[config.mk]
export PLATFORM = sky130hd
export DESIGN_NAME = divu_seq_flat
export DESIGN_NICKNAME = d
export VERILOG_FILES = /design/src/rtl/divu_seq_if.sv /design/src/rtl/divu_seq.sv /design/src/flat_wrapper.sv
export SDC_FILE = /design/constraint.sdc
export NUM_CORES = 1
export LEC_CHECK = 0
export CORE_AREA = 2 2 150 152
export DETAILED_ROUTE_END_ITERATION = 6
export DIE_AREA = 0 0 152 154
export PLACE_DENSITY = 0.72
export SLEW_MARGIN = 20
export SYNTH_ARGS = -nofsm -noshare
export SYNTH_HDL_FRONTEND = slang
export SYNTH_SLANG_ARGS = --single-unit
[constraint.sdc]
create_clock -name i_clk -period 6.7 [get_ports i_clk]
set_input_delay 1.675 -clock i_clk [delete_from_list [all_inputs] [get_ports i_clk]]
set_output_delay 1.675 -clock i_clk [all_outputs]
set_load 0.01 [all_outputs]
[src/rtl/divu_seq_if.sv]
// divu_seq_if -- request/response handshake bundle for the sequential divider.
//
// Request side (master drives):  i_valid, i_dividend, i_divisor, i_signed
// Response side (master drives): i_ready
// Divider side (slave drives):   o_ready, o_valid, o_quotient, o_remainder,
//                                o_div_zero
//
// The slave modport is the divider, the master modport is the issue logic.
interface divu_seq_if #(
    parameter int WIDTH = 32
);
    logic             i_valid;
    logic             o_ready;
    logic [WIDTH-1:0] i_dividend;
    logic [WIDTH-1:0] i_divisor;
    logic             i_signed;
    logic             o_valid;
    logic             i_ready;
    logic [WIDTH-1:0] o_quotient;
    logic [WIDTH-1:0] o_remainder;
    logic             o_div_zero;

    modport slave (
        input  i_valid, i_dividend, i_divisor, i_signed, i_ready,
        output o_ready, o_valid, o_quotient, o_remainder, o_div_zero
    );

    modport master (
        output i_valid, i_dividend, i_divisor, i_signed, i_ready,
        input  o_ready, o_valid, o_quotient, o_remainder, o_div_zero
    );
endinterface

[src/rtl/divu_seq.sv]
// divu_seq -- multi-cycle restoring integer divider, unsigned or signed
// (truncating), BITS_PER_CYCLE quotient bits retired per clock.
//
// Parameters:
//   WIDTH          operand/result width (>= 2)
//   BITS_PER_CYCLE quotient bits per clock; must divide WIDTH
// Ports:
//   i_clk  clock, rising edge
//   i_rst  synchronous active-high reset; aborts any operation in progress
//   bus    divu_seq_if.slave handshake bundle (request in, result out)
//
// Operation: a request is accepted in IDLE, the operands are reduced to
// magnitudes, WIDTH/BITS_PER_CYCLE BUSY cycles run the restoring steps and the
// signs are re-applied on the last one. The result is held in DONE until the
// consumer takes it. A zero divisor skips BUSY and returns all-ones quotient
// with the original dividend as the remainder.
module divu_seq #(
    parameter int WIDTH          = 32,
    parameter int BITS_PER_CYCLE = 1
) (
    input  logic      i_clk,
    input  logic      i_rst,
    divu_seq_if.slave bus
);
    localparam int N  = WIDTH / BITS_PER_CYCLE;
    localparam int CW = $clog2(N + 1);

    typedef enum logic [1:0] {
        IDLE,
        BUSY,
        DONE
    } state_t;

    state_t           state_reg;
    logic [WIDTH-1:0] dvd_reg;      // dividend magnitude, shifted left each step
    logic [WIDTH-1:0] dvs_reg;      // divisor magnitude
    logic [WIDTH-1:0] rem_reg;      // partial remainder, then final remainder
    logic [WIDTH-1:0] quo_reg;      // partial quotient, then final quotient
    logic [CW-1:0]    cnt_reg;
    logic             neg_q_reg;
    logic             neg_r_reg;
    logic             div_zero_reg;

    // Operand magnitudes at accept time
    logic             dvd_neg;
    logic             dvs_neg;
    logic [WIDTH-1:0] dvd_mag;
    logic [WIDTH-1:0] dvs_mag;

    assign dvd_neg = bus.i_signed & bus.i_dividend[WIDTH-1];
    assign dvs_neg = bus.i_signed & bus.i_divisor[WIDTH-1];
    // -(-2^(WIDTH-1)) wraps to 2^(WIDTH-1), which is the correct unsigned magnitude
    assign dvd_mag = dvd_neg ? -bus.i_dividend : bus.i_dividend;
    assign dvs_mag = dvs_neg ? -bus.i_divisor  : bus.i_divisor;

    // Chained restoring steps for one clock
    logic [WIDTH:0]   r_shift;
    logic [WIDTH:0]   r_diff;
    logic             q_bit;
    logic [WIDTH-1:0] r_work;
    logic [WIDTH-1:0] d_work;
    logic [WIDTH-1:0] q_work;

    always_comb begin
        r_shift = '0;
        r_diff  = '0;
        q_bit   = 1'b0;
        r_work  = rem_reg;
        d_work  = dvd_reg;
        q_work  = quo_reg;
        for (int k = 0; k < BITS_PER_CYCLE; k++) begin
            // Remainder is kept below the divisor, so the shifted value fits in
            // WIDTH+1 bits; a shifted-out 1 is preserved in r_shift[WIDTH].
            r_shift = {r_work, d_work[WIDTH-1]};
            r_diff  = r_shift - {1'b0, dvs_reg};
            // r_shift < 2*divisor, so no borrow out of the MSB <=> r_shift >= divisor
            q_bit   = ~r_diff[WIDTH];
            r_work  = q_bit ? r_diff[WIDTH-1:0] : r_shift[WIDTH-1:0];
            d_work  = {d_work[WIDTH-2:0], 1'b0};
            q_work  = {q_work[WIDTH-2:0], q_bit};
        end
    end

    always_ff @(posedge i_clk) begin
        if (i_rst) begin
            state_reg    <= IDLE;
            dvd_reg      <= '0;
            dvs_reg      <= '0;
            rem_reg      <= '0;
            quo_reg      <= '0;
            cnt_reg      <= '0;
            neg_q_reg    <= 1'b0;
            neg_r_reg    <= 1'b0;
            div_zero_reg <= 1'b0;
        end else begin
            case (state_reg)
                IDLE: begin
                    if (bus.i_valid) begin
                        dvd_reg   <= dvd_mag;
                        dvs_reg   <= dvs_mag;
                        neg_q_reg <= dvd_neg ^ dvs_neg;
                        neg_r_reg <= dvd_neg;
                        cnt_reg   <= CW'(N);
                        if (bus.i_divisor == '0) begin
                            quo_reg      <= '1;
                            rem_reg      <= bus.i_dividend;
                            div_zero_reg <= 1'b1;
                            state_reg    <= DONE;
                        end else begin
                            quo_reg      <= '0;
                            rem_reg      <= '0;
                            div_zero_reg <= 1'b0;
                            state_reg    <= BUSY;
                        end
                    end
                end
                BUSY: begin
                    cnt_reg <= cnt_reg - CW'(1);
                    dvd_reg <= d_work;
                    if (cnt_reg == CW'(1)) begin
                        quo_reg   <= neg_q_reg ? -q_work : q_work;
                        rem_reg   <= neg_r_reg ? -r_work : r_work;
                        state_reg <= DONE;
                    end else begin
                        quo_reg <= q_work;
                        rem_reg <= r_work;
                    end
                end
                DONE: begin
                    if (bus.i_ready) begin
                        state_reg <= IDLE;
                    end
                end
                default: state_reg <= IDLE;
            endcase
        end
    end

    assign bus.o_ready     = (state_reg == IDLE);
    assign bus.o_valid     = (state_reg == DONE);
    assign bus.o_quotient  = quo_reg;
    assign bus.o_remainder = rem_reg;
    assign bus.o_div_zero  = div_zero_reg;

endmodule

[src/flat_wrapper.sv]
// flat-port wrapper written by rule: the top's interface ports become plain ports
module divu_seq_flat 
#(
    parameter int WIDTH          = 32,
    parameter int BITS_PER_CYCLE = 1
)
  (i_clk, i_rst, bus_i_valid, bus_i_dividend, bus_i_divisor, bus_i_signed, bus_i_ready, bus_o_ready, bus_o_valid, bus_o_quotient, bus_o_remainder, bus_o_div_zero);
  divu_seq_if #(.WIDTH(WIDTH)) bus_i ();
  input  logic i_clk;
  input  logic i_rst;
  input wire logic [$bits(bus_i.i_valid)-1:0] bus_i_valid;
  input wire logic [$bits(bus_i.i_dividend)-1:0] bus_i_dividend;
  input wire logic [$bits(bus_i.i_divisor)-1:0] bus_i_divisor;
  input wire logic [$bits(bus_i.i_signed)-1:0] bus_i_signed;
  input wire logic [$bits(bus_i.i_ready)-1:0] bus_i_ready;
  output wire logic [$bits(bus_i.o_ready)-1:0] bus_o_ready;
  output wire logic [$bits(bus_i.o_valid)-1:0] bus_o_valid;
  output wire logic [$bits(bus_i.o_quotient)-1:0] bus_o_quotient;
  output wire logic [$bits(bus_i.o_remainder)-1:0] bus_o_remainder;
  output wire logic [$bits(bus_i.o_div_zero)-1:0] bus_o_div_zero;
  assign bus_i.i_valid = bus_i_valid;
  assign bus_i.i_dividend = bus_i_dividend;
  assign bus_i.i_divisor = bus_i_divisor;
  assign bus_i.i_signed = bus_i_signed;
  assign bus_i.i_ready = bus_i_ready;
  assign bus_o_ready = bus_i.o_ready;
  assign bus_o_valid = bus_i.o_valid;
  assign bus_o_quotient = bus_i.o_quotient;
  assign bus_o_remainder = bus_i.o_remainder;
  assign bus_o_div_zero = bus_i.o_div_zero;
  divu_seq #(.WIDTH(WIDTH), .BITS_PER_CYCLE(BITS_PER_CYCLE)) u_core (.i_clk(i_clk), .i_rst(i_rst), .bus(bus_i));
endmodule
# After elaboration in Yosys (flattened, before gate mapping)
# Cells that the tools add are included.
# op_classes
n_addsub,6
mul,0
n_div,0
magnitude_cmp,0
n_eq_ne,6
n_shift,0
n_mux,23
bitwise_logic,4
n_reduce_logical,6
# op_table
op,n
$mux W32,12
$pmux W32 S2,3
$neg A32 Y32,4
$sub A33 B32 Y33,1
$logic_not A32 Y1,1
$pmux W6 S2,1
$mux W2,4
$eq A6 B1 Y1 const B,1
$mux W6,1
$pmux W2 S3,1
$sub A6 B1 Y6 const B,1
$ne A2 B2 Y1 const B,2
$reduce_and A2 Y1,2
$reduce_and A3 Y1,1
$and A1 B1 Y1,2
$eq A2 B1 Y1 const B,1
$eq A2 B2 Y1 const B,1
$logic_not A2 Y1,1
$ne A2 B1 Y1 const B,1
$reduce_bool A2 Y1,1
$mux W1,1
$not A1 Y1,1
$xor A1 B1 Y1,1
# totals
reg_bits,139
latchBits,0
mem_bits_rw,0
rom_bits,0
in_bits,69
output_inout_bits,67
word_cells,54
n_memories,0

# Logic depth before layout (Yosys ltp)
# Gate-level depths: netlist of the first run.
# logic_depth
depth_word,6
depth_mapped,24
mapped_depth_nobuf,21

# Least setup slack after synthesis of the first run
# Ideal clock, no wire load.
# synth_timing
path_kind,reg-to-reg
start,register u_core.dvd_reg[31]
end,"register u_core.rem_reg[30], in the netlist u_core.bus.o_remainder[30]"
setup_ns,0.132
arrival_ns,4.534
required_time_ns,6.568
slack_ns,2.034
stages_incl_launch_ff,24
path_buffers,3
synth_period_minus_slack_ns,4.666
path_cell_list,dfxtp_1 > inv_1 > ha_1 > fa_1 > nor2b_4 > o31a_1 > o21ai_2 > a211oi_2 > a211oi_2 > nor2_4 > inv_4 > buf_2 > buf_2 > a21oi_1 > ha_1 > clkbuf_1 > o2111ai_1 > nor4b_1 > and4_1 > o211ai_1 > nor3_1 > and4bb_2 > mux2i_1 > a21oi_1
# synth_between
elab_chain_len,6
# synth_lines
element,line,source
"start, declared",divu_seq.sv:35,logic [WIDTH-1:0] dvd_reg;
"start signal, assigned",divu_seq.sv:99,dvd_reg <= dvd_mag;
"start signal, assigned",divu_seq.sv:119,dvd_reg <= d_work;
$sub A33 B32 Y33,divu_seq.sv:75,"r_diff = r_shift - {1'b0, dvs_reg};"
$mux W32 (*),divu_seq.sv:78,r_work = q_bit ? r_diff[WIDTH-1:0] : r_shift[WIDTH-1:0];
$neg A32 Y32,divu_seq.sv:122,rem_reg <= neg_r_reg ? -r_work : r_work;
$mux W32,divu_seq.sv:122,
$mux W32 (*),divu_seq.sv:120,if (cnt_reg == CW'(1)) begin
$pmux W32 S2 (*),divu_seq.sv:96,case (state_reg)
"end signal, assigned",divu_seq.sv:106,rem_reg <= bus.i_dividend;
"end signal, assigned",divu_seq.sv:122,
"end signal, assigned",divu_seq.sv:126,rem_reg <= r_work;
"end, declared",divu_seq.sv:37,logic [WIDTH-1:0] rem_reg;
# Mark *: on every way between the ends. The rest lies on a longest branch, timed or not.
# A chain may end at the register's enable or synchronous reset.

# Worst setup path in the final report of the first run
# Same ends and word-level chain as after synthesis.

==> Flow_metrics.wiki, run 1 <==
{| class="wikitable"
! Metric !! Value
|-
| Post-layout power || 0.00558 W
|-
| Number of buffers inserted by port buffering || 135
|-
| Yosys warnings || 0
|-
| Synthesized cell area || 10800 sq um
|-
| Routability congestion estimate from global placement || 0.936
|-
| Ranking of synthesized cells by area || dfxtp_1, a21oi_1, xnor2_1, nand2_1, nor2_1
|-
| Count of cells resized by post-cts repair || 0
|-
| Result of the run || finished clean
|-
| Count of vias placed by the detailed router || 11238
|-
| Post-place setup slack || 1500 ps
|-
| Worst R2R Start || u_core.dvd_reg[31]$_SDFFE_PP0P_
|-
| Initial detailed-routing violation count || 937
|-
| Worst Reg-to-Reg Cells || 21
|-
| Starting density of the core || 49.6%
|-
| Routed len/inst || 19.6 um
|-
| Total grt overflow || 0
|-
| Final Slew Violations || 0
|-
| Distinct cell type count of the synthesized netlist || 81
|-
| Count of clock tree sinks || 139
|-
| Vias in the first global route || 10273
|-
| Post-Route WL || 35200 um
|-
| CTS Root Cell || clkbuf_16
|-
| Critical path peak fanout || 37
|-
| Initial antenna violation count || 0
|-
| Kind of cell adding the most delay to the critical path || compound AO/OA/AOI/OAI gates
|-
| X dimension of the die || 152 um
|-
| Cell depth of the worst setup path || 21
|-
| GRT Util Overall || 29.1%
|-
| Mean cell area of the mapped netlist || 7.51 sq um
|-
| Area share of the largest cell type after synthesis || 25.9%
|-
| Seq/Total Area, Yosys || 25.9%
|-
| Crit path to || u_core.bus.o_remainder[30]$_SDFFE_PP0P_
|-
| DRC errors left || 0
|-
| CP endpoint kind || flip-flop
|-
| Number of hold-slack violations in the final timing report || 0
|-
| First-pass GRT wire length || 55300 um
|-
| Kind of start point of the critical path || flip-flop
|-
| Fmax achieved || 192 MHz
|-
| Crit path kind || reg2reg
|-
| Buffers plus inverters on the worst setup path || 2
|-
| Peak VDD IR || 0.233 mV
|-
| Number of detailed-routing iterations run before antenna repair || 5
|-
| Worst reg-to-reg setup slack || 1490 ps
|-
| TNS Setup || 0 ps
|-
| Final period util || 77.7%
|-
| Number of synthesized flops with an enable pin || 0
|-
| Asr flop ratio synth || 0%
|-
| Hold_buf cts || 0
|-
| Slowest Stage Delay on Critical Path || 480 ps
|-
| Post-CTS repair timing setup buffer count || 0
|-
| Minimum period implied by the final worst setup slack || 5210 ps
|-
| CTS tree || done
|-
| Static Leak || 4.61 nW
|-
| Number of buffers added by the clock tree synthesis step || 17
|-
| Fill cell instance count of the final layout || 2072
|-
| Maximum number of buffers from clock root to sink || 2
|-
| Fin nets || 1617
|-
| Number of top-level pins || 136
|-
| Finished Core Util || 58.9%
|-
| Hold/Removal Path Class || reg2reg
|-
| Layout cells sized above 1 || 5.98%
|-
| Synthesis-stage register bit count || 139
|-
| Commonest cells in the synthesized netlist || a21oi_1, dfxtp_1, nand2_1
|-
| Final setup skew || 14.4 ps
|-
| Req. time, crit path || 6990 ps
|-
| Setup repair after global routing missed its margin || no
|-
| Clock input transition at the sequential cells of the worst setup and hold paths || 70 ps
|-
| Area of combinational cells with multiple inputs || 7450 sq um
|-
| # Max-Cap Violations || 0
|-
| Syn Inst Count || 1432
|-
| Post-layout worst setup margin || 1490 ps
|-
| Endpoints failing setup || 0
|-
| Die Span Y || 154 um
|-
| Sequential cell area in the final layout || 2780 sq um
|-
| DR vias/cell || 6.24
|-
| Number of nets still failing antenna checks after routing || 0
|-
| Die Outline Area || 23400 sq um
|-
| Standard-cell row count || 54
|-
| Endpoint of the worst register-to-register path || u_core.bus.o_remainder[30]$_SDFFE_PP0P_
|-
| Ant. Diodes || 0
|-
| Worst-path cell with the longest stage delay || a211oi_2
|-
| Most instantiated library cell after synthesis || a21oi_1
|-
| Area growth, synth to finish || 18.7%
|-
| Maximum number of pins on one net before global-route repair || 95
|-
| Clock Latency Late Sink || 430 ps
|-
| Power per cell area || 437 nW/um^2
|-
| H-Tree Level Count || 4
|-
| Data arrival time at the worst-slack endpoint || 5500 ps
|-
| Cell-by-cell trace of the critical path || inv_1, ha_1, fa_1, nor2b_4, o31a_1, o21ai_2, a211oi_2, a211oi_2, nor2_4, inv_4, nor2_1, a21oi_1, ha_1, o2111ai_1, nor4b_1, and4_1, o211ai_1, nor3_1, and4bb_2, mux2i_1, a21oi_1
|-
| Worst slew slack as a fraction of its limit || 32.5%
|-
| Syn Nets || 1540
|-
| Half-perimeter wire length of the detailed placement result || 25800 um
|-
| Origin of the worst setup path || u_core.dvd_reg[31]$_SDFFE_PP0P_
|-
| Core footprint || 21700 sq um
|-
| Yosys top cell by area || dfxtp_1
|-
| Worst slew pin tran || 1010 ps
|-
| Most used flip-flop cell after synthesis || dfxtp_1
|}
## kinds of logic (layout without fill, tap and decap cells)
family / after synthesis / in the layout / synth area share [%]
adders and majority gates: 39 / 39 / 4.61
DFF: 139 / 139 / 25.9
muxes: 29 / 29 / 2.79
AOI/OAI and AO/OA: 500 / 500 / 30.8
xor gates and xnor gates: 119 / 119 / 9.69
buffers and inverters: 137 / 226 / 5.13
and+or+nand+nor: 469 / 469 / 21.1
## how the worst min path moves through the flow
| stage | slack, ps | start | cells after the start | endpoint |
|---|---|---|---|---|
| after floorplan | 430 | u_core.dvd_reg[1]$_SDFFE_PP0P_ | 2 | u_core.dvd_reg[2]$_SDFFE_PP0P_ |
| after global placement | 440 | u_core.dvs_reg[31]$_SDFFE_PP0P_ | 2 | u_core.dvs_reg[31]$_SDFFE_PP0P_ |
| after detailed placement | 440 | u_core.dvd_reg[1]$_SDFFE_PP0P_ | 2 | u_core.dvd_reg[2]$_SDFFE_PP0P_ |
| after CTS | 460 | u_core.bus.o_div_zero$_SDFFE_PP0P_ | 2 | u_core.bus.o_div_zero$_SDFFE_PP0P_ |
| after global routing | 490 | u_core.dvs_reg[23]$_SDFFE_PP0P_ | 2 | u_core.dvs_reg[23]$_SDFFE_PP0P_ |
| final | 460 | u_core.bus.o_div_zero$_SDFFE_PP0P_ | 2 | u_core.bus.o_div_zero$_SDFFE_PP0P_ |
## power by group
group          total (W)  switching [W]  internal [W]
registers        0.00103       0.000119      0.000914
logic            0.00359        0.00222       0.00136
clock network   0.000963       0.000407      0.000556
total            0.00558        0.00275       0.00283
## final cells by class
class                      instances  share of cell area (%)
clock buffer                      17                    3.33
clock inverter                    14                    1.24
inverter                          53                    1.58
multi-input combinational       1156                    58.3
sequential                       139                    21.8
tap                              280                    2.74
timing repair buffer             142                    11.0
## through the flow
step	hold WS (ps)	instances	cell area (sq um)
after global placement	440	1770	12200
final	462	1801	12800
after CTS	461	1801	12800
after detailed placement	445	1770	12200
after global routing	486	1801	12800
after floorplan	432	1432	10800
## cell usage in the layout (no fill, tap or decap), types with 22 or more instances in the layout
cell / count
nor2_1: 127
or3_1: 30
nand2_1: 139
xnor2_1: 70
nand3_1: 28
nor3_1: 31
a31oi_1: 25
o31ai_1: 22
o21ai_0: 72
clkdlybuf4s50_1: 134
a21oi_1: 164
a22oi_1: 63
xor2_1: 49
mux2i_1: 23
inv_1: 52
a211oi_1: 31
ha_1: 38
dfxtp_1: 139
## worst reg2reg max path, cell delays in order (launching register included)
cell and delay (ps):
dfxtp_1 350, inv_1 90, ha_1 170, fa_1 270
nor2b_4 70, o31a_1 310, o21ai_2 280, a211oi_2 170
a211oi_2 480, nor2_4 70, inv_4 330, nor2_1 80
a21oi_1 200, ha_1 360, o2111ai_1 190, nor4b_1 400
and4_1 250, o211ai_1 180, nor3_1 260, and4bb_2 280
mux2i_1 180, a21oi_1 80
## metal layers
layer	GRT usage, %	vias up	wire, um
met2	47.6	453	16300
met3	4.65	68	2410
met5	0	-	0
met4	12.1	0	1130
li1	-	5433	-
met1	38.3	5284	15400
(Power assumes the default switching activity.)
==> run 2, diff against run 1 <==
PLACE_DENSITY = 0.75   (was 0.72)
clock period = 4.6 ns   (was 6.7 ns; I/O delays follow)
==> Flow_metrics.wiki, run 2 (synthesis results as in run 1) <==
{| class="wikitable"
! Metric !! Value
|-
| Result of the run || finished clean
|-
| DRC errors left || 0
|-
| DR vias/cell || 6.27
|-
| Number of buffers added by the clock tree synthesis step || 17
|-
| Kind of start point of the critical path || flip-flop
|-
| Vias in the first global route || 10588
|-
| Fmax achieved || 229 MHz
|-
| Count of vias placed by the detailed router || 11565
|-
| Worst slew pin tran || 1070 ps
|-
| Routability congestion estimate from global placement || 1.01
|-
| Worst reg-to-reg setup slack || 230 ps
|-
| Number of detailed-routing iterations run before antenna repair || 5
|-
| Data arrival time at the worst-slack endpoint || 4660 ps
|-
| Minimum period implied by the final worst setup slack || 4370 ps
|-
| Worst slew slack as a fraction of its limit || 29.0%
|-
| Half-perimeter wire length of the detailed placement result || 27300 um
|-
| Fin nets || 1660
|-
| H-Tree Level Count || 4
|-
| Number of nets still failing antenna checks after routing || 0
|-
| Peak VDD IR || 0.448 mV
|-
| Sequential cell area in the final layout || 2780 sq um
|-
| CTS Root Cell || clkbuf_16
|-
| Routed len/inst || 20.1 um
|-
| Die Span Y || 154 um
|-
| Met3 routing resource usage after global routing || 5.55%
|-
| Core footprint || 21700 sq um
|-
| Number of buffers inserted by port buffering || 135
|-
| Total grt overflow || 0
|-
| Ant. Diodes || 0
|-
| Number of top-level pins || 136
|-
| Global-route met1 utilization || 40.7%
|-
| Clock Latency Late Sink || 440 ps
|-
| Layer with the highest usage after global routing || met2
|-
| Count of clock tree sinks || 139
|-
| Area growth, synth to finish || 23.1%
|-
| Post-Route WL || 37100 um
|-
| Initial detailed-routing violation count || 931
|-
| First-pass GRT wire length || 58100 um
|-
| Critical path peak fanout || 6
|-
| Final setup skew || 9.22 ps
|-
| Die Outline Area || 23400 sq um
|-
| Req. time, crit path || 4890 ps
|-
| Initial antenna violation count || 1
|-
| Layout cells sized above 1 || 9.65%
|-
| Commonest cells after routing, fill and taps aside || a21oi_1, nand2_1, dfxtp_1
|-
| GRT Util Overall || 30.7%
|-
| Hold_buf cts || 0
|-
| Final period util || 95.0%
|-
| Crit path kind || reg2reg
|-
| Static Leak || 4.86 nW
|-
| # Max-Cap Violations || 0
|-
| CTS tree || done
|-
| X dimension of the die || 152 um
|-
| Endpoints failing setup || 0
|-
| Maximum number of buffers from clock root to sink || 2
|-
| Maximum number of pins on one net before global-route repair || 95
|-
| Placement-stage cell area || 12500 sq um
|-
| Number of hold-slack violations in the final timing report || 0
|-
| Fill cell instance count of the final layout || 2021
|-
| Clock input transition at the sequential cells of the worst setup and hold paths || 70 ps
|-
| Final Slew Violations || 0
|-
| Most common library cell in the layout ignoring fill and taps || a21oi_1
|-
| CP endpoint kind || flip-flop
|-
| GR Layer Usage met2 || 49.5%
|-
| Starting density of the core || 49.6%
|-
| Power per cell area || 649 nW/um^2
|-
| Area of combinational cells with multiple inputs || 7540 sq um
|-
| Hold/Removal Path Class || reg2reg
|-
| Standard-cell row count || 54
|-
| Non-Filler Cell Area, Final || 13200 sq um
|-
| Finished Core Util || 61.0%
|}
run 2: cell count changes in the layout (fill, tap and decap cells not counted), moves of 3 or more:
cell      change
a21oi_1       -4
buf_4        +40
ha_1          -3
buf_12        +3
inv_8         +5
inv_6         -4
ha_2          +3
clkinv_8      +4
run 2: area by class of cell:
type                    count  share of cell area (%)
clock inverters            15                    1.31
inverters                  53                    1.52
well taps                 280                    2.65
clock buffers              17                    3.21
repair buffers            185                    13.3
multi-input cells        1156                    57.0
flip-flops and latches    139                    21.0
run 2: what timing repair did:
| action | CTS | global route |
|---|---|---|
| setup buffers | 0 | 1 |
| endpoints found under the setup margin | 2 | 5 |
| endpoints found under the hold margin | 0 | 0 |
| pin swaps | 0 | 13 |
| resized for setup | 1 | 19 |
run 2: worst max-delay path, cell delays in order (launching register included):
cell and delay, ps:
dfxtp_2 320, inv_1 60, ha_2 190, fa_2 420
nor2b_4 140, o31a_1 270, o21ai_4 100, a211oi_4 380
a211oi_4 150, nor2_4 140, inv_4 70, a21oi_4 150
ha_2 190, o2111ai_1 130, nor4b_2 270, and4_1 240
o211ai_1 220, nor3_2 260, and4bb_2 250, mux2i_1 180
a21oi_1 80
run 2: per-layer routing:
layer	up-vias	wire length, um
li1	5513	-
met1	5471	15900
met2	513	17000
met3	68	2890
met4	0	1260
met5	-	0
run 2: final timing paths:
kind                                        endpoint  cells after the start                       startpoint
max          u_core.bus.o_remainder[30]$_SDFFE_PP0P_                     20  u_core.dvd_reg[31]$_SDFFE_PP0P_
min                  u_core.dvs_reg[25]$_SDFFE_PP0P_                      2  u_core.dvs_reg[25]$_SDFFE_PP0P_
max reg2reg  u_core.bus.o_remainder[30]$_SDFFE_PP0P_                     20  u_core.dvd_reg[31]$_SDFFE_PP0P_
min reg2reg          u_core.dvs_reg[25]$_SDFFE_PP0P_                      2  u_core.dvs_reg[25]$_SDFFE_PP0P_
run 2: per-stage QoR:
step           setup slack (ps)  std cells  setup TNS [ps]  total power (W)  hold slack (ps)
2_1_floorplan              9.11       1432               0          0.00537              432
3_3_place_gp                134       1812               0          0.00688              443
3_5_place_dp               28.2       1812               0          0.00692              451
4_1_cts                    30.6       1844               0          0.00837              459
5_1_grt                   -16.9       1845           -16.9          0.00910              486
6_report                    228       1845               0          0.00859              455
run 2: report_power, final:
group / leakage (nW) / internal [W] / total, W / switching (W)
Sequential: 1.13 / 0.00133 / 0.00145 / 0.000122
Combinational: 3.43 / 0.00218 / 0.00571 / 0.00353
Clock: 0.287 / 0.000735 / 0.00143 / 0.000692
==> run 3, diff against run 2 <==
CORE_AREA = 2 2 158 160   (was 2 2 150 152)
DIE_AREA = 0 0 160 162   (was 0 0 152 154)
PLACE_DENSITY = 0.69   (was 0.75)
==> Flow_metrics.wiki, run 3 (synthesis results as in run 1) <==
{| class="wikitable"
! Metric !! Value
|-
| Result of the run || finished clean
|-
| Number of detailed-routing iterations run before antenna repair || 5
|-
| Area of combinational cells with multiple inputs || 7540 sq um
|-
| Crit path kind || reg2reg
|-
| Minimum period implied by the final worst setup slack || 4310 ps
|-
| Hold/Removal Path Class || reg2reg
|-
| Final setup skew || 15.6 ps
|-
| Ant. Diodes || 0
|-
| Clock Latency Late Sink || 440 ps
|-
| Cell count after placement || 1862
|-
| Final period util || 93.8%
|-
| Final Slew Violations || 0
|-
| Count of vias placed by the detailed router || 11493
|-
| Total grt overflow || 0
|-
| Commonest cells after routing, fill and taps aside || a21oi_1, nand2_1, dfxtp_1
|-
| TNS Setup || 0 ps
|-
| Count of clock tree sinks || 139
|-
| Switching portion of total power || 49.5%
|-
| # Max-Cap Violations || 0
|-
| Power per cell area || 638 nW/um^2
|-
| Post-CTS repair timing setup buffer count || 0
|-
| Logic pwr share || 66.0%
|-
| Worst slew pin tran || 1010 ps
|-
| Fmax achieved || 232 MHz
|-
| Power dissipated by switching net loads || 0.00421 W
|-
| Initial detailed-routing violation count || 1142
|-
| Starting density of the core || 44.6%
|-
| Peak VDD IR || 0.525 mV
|-
| CTS Root Cell || clkbuf_16
|-
| Routed len/inst || 19.7 um
|-
| Clock Power Share || 17.0%
|-
| Number of top-level pins || 136
|-
| Cell Int Power || 0.00429 W
|-
| First-pass GRT wire length || 59300 um
|-
| Kind of start point of the critical path || flip-flop
|-
| H-Tree Level Count || 4
|-
| Count of cells resized by post-cts repair || 0
|-
| Most common library cell in the layout ignoring fill and taps || a21oi_1
|-
| DR vias/cell || 6.07
|-
| Area growth, synth to finish || 24.1%
|-
| Non-Filler Cell Area, Final || 13300 sq um
|-
| Routability congestion estimate from global placement || 0.975
|-
| Hold_buf cts || 0
|-
| Setup repair after global routing missed its margin || no
|-
| Initial antenna violation count || 0
|-
| Non-filler cells in the finished layout || 1894
|-
| Post-layout power || 0.00851 W
|-
| Number of hold-slack violations in the final timing report || 0
|-
| Static Leak || 4.91 nW
|-
| Fin nets || 1665
|-
| Critical path peak fanout || 7
|-
| Req. time, crit path || 4910 ps
|-
| Core footprint || 24100 sq um
|-
| Layout cells sized above 1 || 10.0%
|-
| Placement-stage cell area || 12600 sq um
|-
| DRC errors left || 0
|-
| GRT Util Overall || 28.7%
|-
| Number of buffers inserted by port buffering || 135
|-
| Worst slew slack as a fraction of its limit || 32.5%
|-
| Maximum number of pins on one net before global-route repair || 95
|-
| Data arrival time at the worst-slack endpoint || 4620 ps
|-
| Fill cell instance count of the final layout || 2375
|-
| Number of buffers added by the clock tree synthesis step || 17
|-
| Die Span Y || 162 um
|-
| Die Outline Area || 25900 sq um
|-
| Vias in the first global route || 10825
|-
| Half-perimeter wire length of the detailed placement result || 28100 um
|-
| Standard-cell row count || 57
|-
| Maximum number of buffers from clock root to sink || 2
|-
| Sequential Power Share || 17.0%
|-
| X dimension of the die || 160 um
|-
| CP endpoint kind || flip-flop
|-
| Endpoints failing setup || 0
|-
| Sequential cell area in the final layout || 2780 sq um
|-
| Post-Route WL || 37400 um
|-
| Number of nets still failing antenna checks after routing || 0
|-
| Clock input transition at the sequential cells of the worst setup and hold paths || 70 ps
|-
| CTS tree || done
|}
run 3: critical path, stage by stage, from the launching register on:
cell and delay, ps:
dfxtp_1 330, inv_1 60, ha_1 200, fa_2 380
nor2b_4 150, o31a_1 210, o21ai_2 130, a211oi_4 360
a211oi_4 160, nor2_4 170, inv_4 60, a21oi_1 190
ha_1 200, o2111ai_1 150, nor4b_2 270, and4_1 240
o211ai_1 210, nor3_2 210, and4bb_2 250, mux2i_1 180
a21oi_1 80
run 3: per-layer routing:
metal	global-route usage [%]	up-vias	wire, um
li1	-	5544	-
met1	37.0	5441	16100
met2	47.2	427	17200
met3	4.32	81	2400
met4	14.0	0	1700
met5	0	-	0
run 3: power by group through the flow:
stage               combinational [W]  sequential [W]  clock, W
finish                        0.00562         0.00145   0.00144
global route                  0.00608         0.00146   0.00151
CTS                           0.00534         0.00144   0.00146
detailed placement            0.00532         0.00147         0
global placement              0.00527         0.00146         0
floorplan                     0.00388         0.00149         0
run 3: path summary, 6_finish.rpt:
path                              startpoint                                       to  cells past startpoint  slack (ps)
max reg2reg  u_core.dvd_reg[31]$_SDFFE_PP0P_  u_core.bus.o_remainder[30]$_SDFFE_PP0P_                     20         290
min reg2reg  u_core.dvs_reg[25]$_SDFFE_PP0P_          u_core.dvs_reg[25]$_SDFFE_PP0P_                      2         450
min          u_core.dvs_reg[25]$_SDFFE_PP0P_          u_core.dvs_reg[25]$_SDFFE_PP0P_                      2         450
max          u_core.dvd_reg[31]$_SDFFE_PP0P_  u_core.bus.o_remainder[30]$_SDFFE_PP0P_                     20         290
run 3: area by class of cell:
cell class,count,share of cell area [%]
Tap cell,324,3.04
Inverter,53,1.51
Clock buffer,17,3.19
Timing Repair Buffer,190,13.5
Multi-Input combinational cell,1156,56.5
Sequential cell,139,20.9
Clock inverter,15,1.41
run 3: metrics by stage:
stage | setup slack, ps | hold slack, ps | util (%)
floorplan | 9.11 | 432 | -
global placement | 164 | 439 | 52.4
detailed placement | 102 | 447 | 52.4
CTS | 84.2 | 455 | 55.0
global route | 5.23 | 480 | 55.4
finish | 285 | 455 | 55.4
